`src/rtl/wt_s_core.sv`:
```
// wt_s_core: registered 16x16 signed/unsigned Wallace-tree multiplier with a 32-bit product
module wt_s_csa #(
  parameter int N = 3,
  parameter int M = 2 * (N / 3) + N % 3
) (
  input  logic [31:0] x [N],
  output logic [31:0] y [M]
);
  for (genvar g = 0; g < N / 3; g++) begin : g_fa
    logic [31:0] a, b, c;
    assign a = x[3*g];
    assign b = x[3*g+1];
    assign c = x[3*g+2];
    assign y[2*g] = a ^ b ^ c;
    assign y[2*g+1] = {(a[30:0] & b[30:0]) | (a[30:0] & c[30:0]) | (b[30:0] & c[30:0]), 1'b0};
  end
  for (genvar g = 0; g < N % 3; g++) begin : g_pass
    assign y[2*(N/3)+g] = x[3*(N/3)+g];
  end
endmodule

module wt_s_core (
  input  logic        clk,
  input  logic        rst,
  input  logic [15:0] A,
  input  logic [15:0] B,
  input  logic        alufn,
  output logic [31:0] C
);
  logic [16:0] a_ext, b_ext;
  logic [31:0] a32;
  logic [31:0] pp [18];
  logic [31:0] s1 [12];
  logic [31:0] s2 [8];
  logic [31:0] s3 [6];
  logic [31:0] s4 [4];
  logic [31:0] s5 [3];
  logic [31:0] s6 [2];
  assign a_ext = {~alufn & A[15], A};
  assign b_ext = {~alufn & B[15], B};
  assign a32 = {{15{a_ext[16]}}, a_ext};
  for (genvar i = 0; i < 16; i++) begin : g_pp
    assign pp[i] = (a32 & {32{b_ext[i]}}) << i;
  end
  // sign row is subtracted: -(A<<16) == {~A,16'h0} + 2^16, the +2^16 rides as its own row
  assign pp[16] = {~A & {16{b_ext[16]}}, 16'h0};
  assign pp[17] = {15'h0, b_ext[16], 16'h0};
  wt_s_csa #(.N(18)) u_s1 (.x(pp), .y(s1));
  wt_s_csa #(.N(12)) u_s2 (.x(s1), .y(s2));
  wt_s_csa #(.N(8))  u_s3 (.x(s2), .y(s3));
  wt_s_csa #(.N(6))  u_s4 (.x(s3), .y(s4));
  wt_s_csa #(.N(4))  u_s5 (.x(s4), .y(s5));
  wt_s_csa #(.N(3))  u_s6 (.x(s5), .y(s6));
  always_ff @(posedge clk) C <= rst ? 32'h0 : s6[0] + s6[1];
endmodule

```
`config.mk`:
```
export PLATFORM = sky130hd
export DESIGN_NAME = wt_s_core
export DESIGN_NICKNAME = d
export VERILOG_FILES = /design/src/rtl/wt_s_core.sv
export SDC_FILE = /design/constraint.sdc
export NUM_CORES = 1
export LEC_CHECK = 0
export BUFFER_PORTS_ARGS = -buffer_cell sky130_fd_sc_hd__buf_2
export CAP_MARGIN = 20
export CORE_AREA = 2 2 114 226
export DETAILED_ROUTE_END_ITERATION = 10
export DIE_AREA = 0 0 116 228
export GPL_TIMING_DRIVEN = 0
export SLEW_MARGIN = 0
export SYNTH_ARGS = -nofsm -noshare
export SYNTH_HDL_FRONTEND = slang
export SYNTH_SLANG_ARGS = --single-unit
```
`constraint.sdc`:
```
create_clock -name clk -period 5.83 [get_ports clk]
set_clock_uncertainty 0.15 [all_clocks]
set_input_delay 0 -clock clk [delete_from_list [all_inputs] [get_ports clk]]
set_output_delay 0 -clock clk [all_outputs]
set_load 0.02 [all_outputs]
```
# == Yosys cells after proc, flatten, opt, wreduce, memory -nomap -nowiden ==
# Cells that the tools add are included.
# op_classes
add_sub_neg,1
n_bitwise,133
# op_table
op,count
$and A31 B31 Y31,47
$or A31 B31 Y31,32
$xor A32 B32 Y32,31
$and A31 B17 Y31,2
$add A32 B32 Y32,1
$and A32 B32 Y32,1
$xor A32 B17 Y32,1
$and A30 B30 Y30,1
$and A29 B29 Y29,1
$and A28 B28 Y28,1
$and A27 B27 Y27,1
$and A26 B26 Y26,1
$and A25 B25 Y25,1
$and A24 B24 Y24,1
$and A23 B23 Y23,1
$and A22 B22 Y22,1
$and A21 B21 Y21,1
$and A20 B20 Y20,1
$and A19 B19 Y19,1
$and A18 B18 Y18,1
$and A17 B17 Y17,1
$and A16 B16 Y16,1
$not A16 Y16,1
$and A1 B1 Y1,2
$not A1 Y1,1
# totals
ff_bits,32
out_inout_bits,32
wordCells,135

# == Longest topological paths before layout ==
# Gate-level depths: netlist of run 1.
# depth
ltp_word,22
mapped_depth,22
ltp_nobuf,21

# == By module ==
# Synthesis of run 1 repeated with hierarchy kept, for this count alone.
# hier_totals
cells_unflattened,1265
area_unflattened_um2,15573.7
# by_module_without_submodules
module,seq_area_each_um2,area_per_inst_um2,cells_each,instances
wt_s_core,640.6,4400.5,635,1
wt_s_csa at u_s1,0.0,3915.0,199,1
wt_s_csa at u_s2,0.0,2611.3,133,1
wt_s_csa at u_s3,0.0,1788.0,131,1
wt_s_csa at u_s4,0.0,1307.5,67,1
wt_s_csa at u_s5,0.0,895.9,66,1
wt_s_csa at u_s6,0.0,655.6,34,1

# == Least setup slack after synthesis of run 1 ==
# No wires, ideal clock.
# synth_timing
path_kind,input -> register
start,in A[15]
end,reg C[29]
slack_ns,0.033
required_time_ns,5.601
path_buffers,1
stages,19
setup_ns,0.079
arrival_ns,5.568
cell_sequence,nor2b_1 > clkbuf_1 > and2_1 > fa_1 > fa_1 > inv_1 > fa_1 > inv_1 > fa_1 > inv_1 > fa_1 > fa_1 > inv_1 > ha_1 > and2_4 > a221oi_2 > o21bai_1 > or4b_1 > o211ai_1
# synth_via
elab_chain_len,21
word_cells_on_any_way,121
classes_between,1 x add/sub; 120 x bitwise
# synth_rtl
item,line_no,rtl
start: declaration,25,"input logic [15:0] A,"
$and A1 B1 Y1,39,"assign a_ext = {~alufn & A[15], A};"
$and A32 B32 Y32 (tied with other cells),43,assign pp[i] = (a32 & {32{b_ext[i]}}) << i;
$and A31 B31 Y31,15,"assign y[2*g+1] = {(a[30:0] & b[30:0]) | (a[30:0] & c[30:0]) | (b[30:0] & c[30:0]), 1'b0};"
$or A31 B31 Y31 (2 in series),15,
$and A31 B31 Y31,15,
$or A31 B31 Y31 (2 in series),15,
$and A31 B31 Y31,15,
$or A31 B31 Y31 (2 in series),15,
$and A31 B31 Y31,15,
$or A31 B31 Y31 (2 in series),15,
$and A31 B31 Y31,15,
$or A31 B31 Y31 (2 in series),15,
$and A31 B31 Y31,15,
$or A31 B31 Y31 (2 in series),15,
$add A32 B32 Y32 *,54,always_ff @(posedge clk) C <= rst ? 32'h0 : s6[0] + s6[1];
end signal: assignment,54,
end: declaration,28,output logic [31:0] C
# Every way passes the cells marked *; elsewhere a longest branch is shown, timed or not.
# A chain may end at the register's enable or synchronous reset.

# == Worst setup path in the final report of run 1 ==
# Same ends and word-level chain as after synthesis.

==> metrics.md, run 1 <==
| Metric | Value |
|---|---|
| Status | `completed` |
| Die ar. | `26400 sq um` |
| Final hold slack | `209 ps` |
| Root Driver | `clkbuf_16` |
| Worst Setup Start Kind | `input pin` |
| Largest registers | `C (32)` |
| Detailed Routing Iterations Pass 1 | `5` |
| Fraction of layout cells with a size suffix above 1 | `11.6%` |
| #FFs+latches synth | `32` |
| Largest net degree at the start of global routing | `20` |
| Vias per inst | `5.13` |
| Post-Syn Instances | `1153` |
| CP Class | `in2reg` |
| Synth Cell Area | `10900 sq um` |
| Initial antenna violation count | `0` |
| Avg Inst Size Synth | `9.45 sq um` |
| Most frequent cell after synthesis | `fa_1` |
| Max Slew Vio Count | `0` |
| TritonCTS Sinks | `32` |
| Endpoints failing setup | `0` |
| Netlist cell types | `57` |
| Final instance area | `12100 sq um` |
| First-pass GRT wire length | `46500 microns` |
| Tmin final | `5640 ps` |
| Max reg flops | `32` |
| TritonCTS Buffers | `5` |
| Largest cells by area after synthesis | `fa_1 49%, and2_1 9.0%, ha_1 8.8%, inv_1 8.2%, dfxtp_1 5.9%` |
| Leading area contributor after synthesis | `fa_1` |
| Slew @ Worst Pin | `586 ps` |
| Hold Crit Class | `in2reg` |
| Seq/Total Area, Yosys | `5.88%` |
| Crit path DAT | `5680 ps` |
| Vias in the first global route | `8814` |
| Storage element area | `641 sq um` |
| DP Area | `11600 sq um` |
| Die width | `116 microns` |
| Multi-input gate area | `9360 sq um` |
| DRC | `0` |
| # diodes | `0` |
| H-tree levels | `2` |
| Final GP Congestion | `0.936` |
| GRT Residual Overflow | `0` |
| Post-synth EDFFs | `0` |
| Post-Synthesis Net Count | `1534` |
| Setup crit end kind | `flop` |
| Most flops, register | `C` |
| Worst slew margin | `60.9%` |
| Vias | `8009` |
| CP Max Fanout | `10` |
| Longest Clk Path Bufs | `2` |
| Tot GR Track Use | `23.3%` |
| CTS tree | `done` |
| Tcrit/Tclk final | `96.8%` |
| Ports | `67` |
| Finished Layout Cells | `1560` |
| Yosys top cell area share | `49.4%` |
| Yosys Warn Count | `0` |
| Synth top cells by count | `269 x fa_1, 237 x inv_1, 156 x and2_1` |
| Final nets | `1605` |
| Post-Route WL | `29200 microns` |
| Peak Freq | `0.177 GHz` |
| Initial DRC count | `401` |
| FILL cells | `2414` |
| Final Core Density | `48.6%` |
| Std-Cell Core Area | `24800 sq um` |
| Max cap viols | `0` |
| Critical path required time | `5870 ps` |
| Placed wire-length estimate | `25800 microns` |
| Antenna violation net count after detailed routing | `0` |
| Num rows | `82` |
| Area delta synth->final | `10.7%` |
| Placed insts | `1553` |
| Port bufs | `64` |
| Initial core utilization | `43.9%` |
| FFs w/ async S/R, synth | `0%` |
| Clock Pin Slew Worst Setup and Hold Paths | `50 ps` |
| Die Height | `228 microns` |
| Primary FF master, synth | `dfxtp_1` |
| Final Hold Vio Count | `0` |
| Routed len/inst | `18.7 microns` |
per-stage QoR:
stage | TNS (ps) | setup slack [ps]
2_1_floorplan | 0 | 33.2
3_3_place_gp | -11500 | -1390
3_5_place_dp | -12570 | -1430
4_1_cts | 0 | 6.32
5_1_grt | -13.3 | -13.3
6_report | 0 | 187
worst paths after layout:
check                 endpoint  slack [ps]  start  cells past startpoint
worst max-delay path     C[29]         190  A[15]                     20
worst min-delay path      C[1]         210   B[0]                      4
layout make-up:
type | instances | area share, %
tap | 336 | 3.49
sequential | 32 | 5.31
inverter | 237 | 7.37
timing repair buffer | 72 | 3.30
buffer | 35 | 1.65
multi-input combinational | 841 | 77.6
clock buffer | 7 | 1.27
worst max-delay path, stage by stage:
cell,delay (ps)
buf_6,130
nor2b_4,130
buf_6,140
and2_4,180
fa_2,600
fa_2,460
buf_6,140
fa_1,470
inv_1,50
fa_1,520
fa_1,460
fa_2,640
inv_2,60
ha_4,250
and4_4,180
and2_4,170
a221oi_4,270
o21bai_1,120
or4b_1,480
o211ai_1,220
cells by family after synthesis:
family / synth area share (%)
simple gates: 18.1
fa+ha+maj: 58.4
buf+inv: 9.66
compound gates: 5.50
flops: 5.88
xor+xnor: 2.01
mux: 0.517
placed cells by master, fill, tap and decap left out, types with 9 or more instances in the layout:
cell type	synthesis	layout
a21oi_1	21	19
nand2_1	129	129
xnor2_1	18	17
ha_1	77	72
nor3_1	12	12
buf_2	1	69
nor2b_1	18	17
nor2_1	41	41
dfxtp_1	32	32
and2_1	156	153
fa_1	269	262
o21ai_0	16	14
inv_1	237	235
clkbuf_2	0	9
metal layers:
metal,global-route usage [%],share of wire [%]
met5,0,0
met4,12.9,6.7
met3,1.51,3.1
met2,42.6,56
met1,26.1,34
what timing repair did:
action | CTS | global route
pin swaps | 2 | 13
cloned | 0 | 0
hold endpoints to repair | 3 | 0
buffers inserted | 2 | 3
gates resized for setup | 27 | 79
setup endpoints to repair | 13 | 10
hold buffers | 3 | 0
Power of run 1 is not shown: default switching activity piles up to over one toggle a cycle in this logic, so the estimate is an artifact.
==> run 2, diff against run 1 <==
CORE_AREA = 2 2 143 179   (was 2 2 114 226)
DIE_AREA = 0 0 145 181   (was 0 0 116 228)
==> metrics.md, run 2 (synthesized netlist as in run 1, its figures left out) <==
| Metric | Value |
|---|---|
| TritonCTS Buffers | `5 (unchanged)` |
| # diodes | `0 (unchanged)` |
| Largest registers | `C (32)` |
| Max Slew Vio Count | `0 (unchanged)` |
| Tmin final | `5720 ps (+79.9 ps)` |
| Most common cell after layout, fill and taps aside | `fa_1` |
| Critical path required time | `5870 ps (about the same)` |
| Port bufs | `64 (unchanged)` |
| Worst Setup Start Kind | `input pin` |
| Tcrit/Tclk final | `98.2% (+1.4 points)` |
| DRC | `0 (unchanged)` |
| Most flops, register | `C` |
| Clock Pin Slew Worst Setup and Hold Paths | `50 ps (about the same)` |
| Final instance area | `12000 sq um (-0.16%)` |
| Slew @ Worst Pin | `603 ps (+17.1 ps)` |
| Peak Freq | `0.175 GHz (-1.4%)` |
| Fraction of layout cells with a size suffix above 1 | `11.7% (+0.063 points)` |
| Storage element area | `641 sq um (unchanged)` |
| CP Class | `in2reg` |
| Root Driver | `clkbuf_16` |
| Endpoints failing setup | `0 (unchanged)` |
| DP Area | `11600 sq um (about the same)` |
| Status | `completed` |
| Vias in the first global route | `8378 (-4.9%)` |
| Final GP Congestion | `0.912 (-2.5%)` |
| GRT Residual Overflow | `0 (unchanged)` |
| Initial core utilization | `44.6% (+0.73 points)` |
| TritonCTS Sinks | `32 (unchanged)` |
| Initial DRC count | `361 (-10%)` |
| Max reg flops | `32 (unchanged)` |
| Std-Cell Core Area | `24400 sq um (-1.6%)` |
| Largest net degree at the start of global routing | `20 (unchanged)` |
| Detailed Routing Iterations Pass 1 | `5 (unchanged)` |
| Routed len/inst | `17.4 microns (-6.9%)` |
| Antenna violation net count after detailed routing | `0 (unchanged)` |
| Die Height | `181 microns (-21%)` |
| Final nets | `1607 (+0.12%)` |
| CP Max Fanout | `9 (-1)` |
| Crit path DAT | `5760 ps (+80 ps)` |
| Final Hold Vio Count | `0 (unchanged)` |
| Hold Crit Class | `in2reg` |
| Tot GR Track Use | `21.4% (-1.9 points)` |
| Multi-input gate area | `9370 sq um (about the same)` |
| Max cap viols | `0 (unchanged)` |
| Die width | `145 microns (+25%)` |
| CTS tree | `done` |
| Vias per inst | `5.10 (-0.63%)` |
| Final Core Density | `49.3% (+0.73 points)` |
| Setup TNS | `0 ps (unchanged)` |
| FILL cells | `2362 (-2.2%)` |
| Worst slew margin | `59.8% (-1.1 points)` |
| First-pass GRT wire length | `44000 microns (-5.6%)` |
| Vias | `7938 (-0.89%)` |
| Initial antenna violation count | `0 (unchanged)` |
| Die ar. | `26200 sq um (-0.77%)` |
| H-tree levels | `2 (unchanged)` |
| Setup crit end kind | `flop` |
| Post-Route WL | `27200 microns (-7.1%)` |
| Ports | `67 (unchanged)` |
| Placed wire-length estimate | `24000 microns (-7.0%)` |
| Most frequent cells in the layout | `264 x fa_1, 236 x inv_1, 154 x and2_1, 127 x nand2_1, 72 x ha_1` |
| Num rows | `64 (-22%)` |
| Area delta synth->final | `10.5%` |
| Longest Clk Path Bufs | `2 (unchanged)` |
-- run 2: cell type report --
type / instances / share of cell area (%)
timing repair buffer: 72 / 3.24
clock buffer: 7 / 1.27
inverter: 237 / 7.39
multi-input combinational: 841 / 77.8
tap: 330 / 3.43
buffer: 37 / 1.55
sequential: 32 / 5.32
-- run 2: routing by layer --
layer	part of all wire, %	track usage, %	vias to the layer above	routed length, microns
li1	-	-	3590	-
met1	38	26.2	4119	10300
met2	55	39.3	172	15000
met3	2.7	1.57	57	737
met4	4.3	8.28	0	1160
met5	0	0	-	0
-- run 2: path summary, 6_finish.rpt --
kind	slack (ps)	end	from	cells past startpoint
worst max-delay path	110	C[29]	A[15]	20
worst min-delay path	200	C[1]	B[0]	4
-- run 2: critical path: stages --
cell	delay, ps
buf_4	150
nor2b_4	140
buf_4	160
and2_1	180
fa_2	620
fa_2	460
buf_4	170
fa_1	470
inv_1	50
fa_1	500
fa_1	510
inv_1	50
fa_1	460
ha_1	390
and4_4	210
and2_4	180
a221oi_4	280
o21bai_1	130
or4b_1	470
o211ai_1	180
-- run 2: what timing repair did --
| action | CTS | global route |
|---|---|---|
| hold buffers | 3 | 0 |
| hold endpoints to repair | 3 | 0 |
| gates cloned | 0 | 0 |
| resized for setup | 19 | 75 |
| setup buffers | 3 | 2 |
| endpoints found under the setup margin | 12 | 9 |
| pin swaps | 2 | 9 |
-- run 2: stage by stage --
stage	std cells	setup WS, ps	hold WS [ps]
final	1556	107	200
after global routing	1556	-22.4	242
after CTS	1555	0.233	207
after detailed placement	1547	-1260	239
after global placement	1547	-1210	238
after floorplan	1153	33.2	-4.10
Power of run 2 is left out for the same reason.
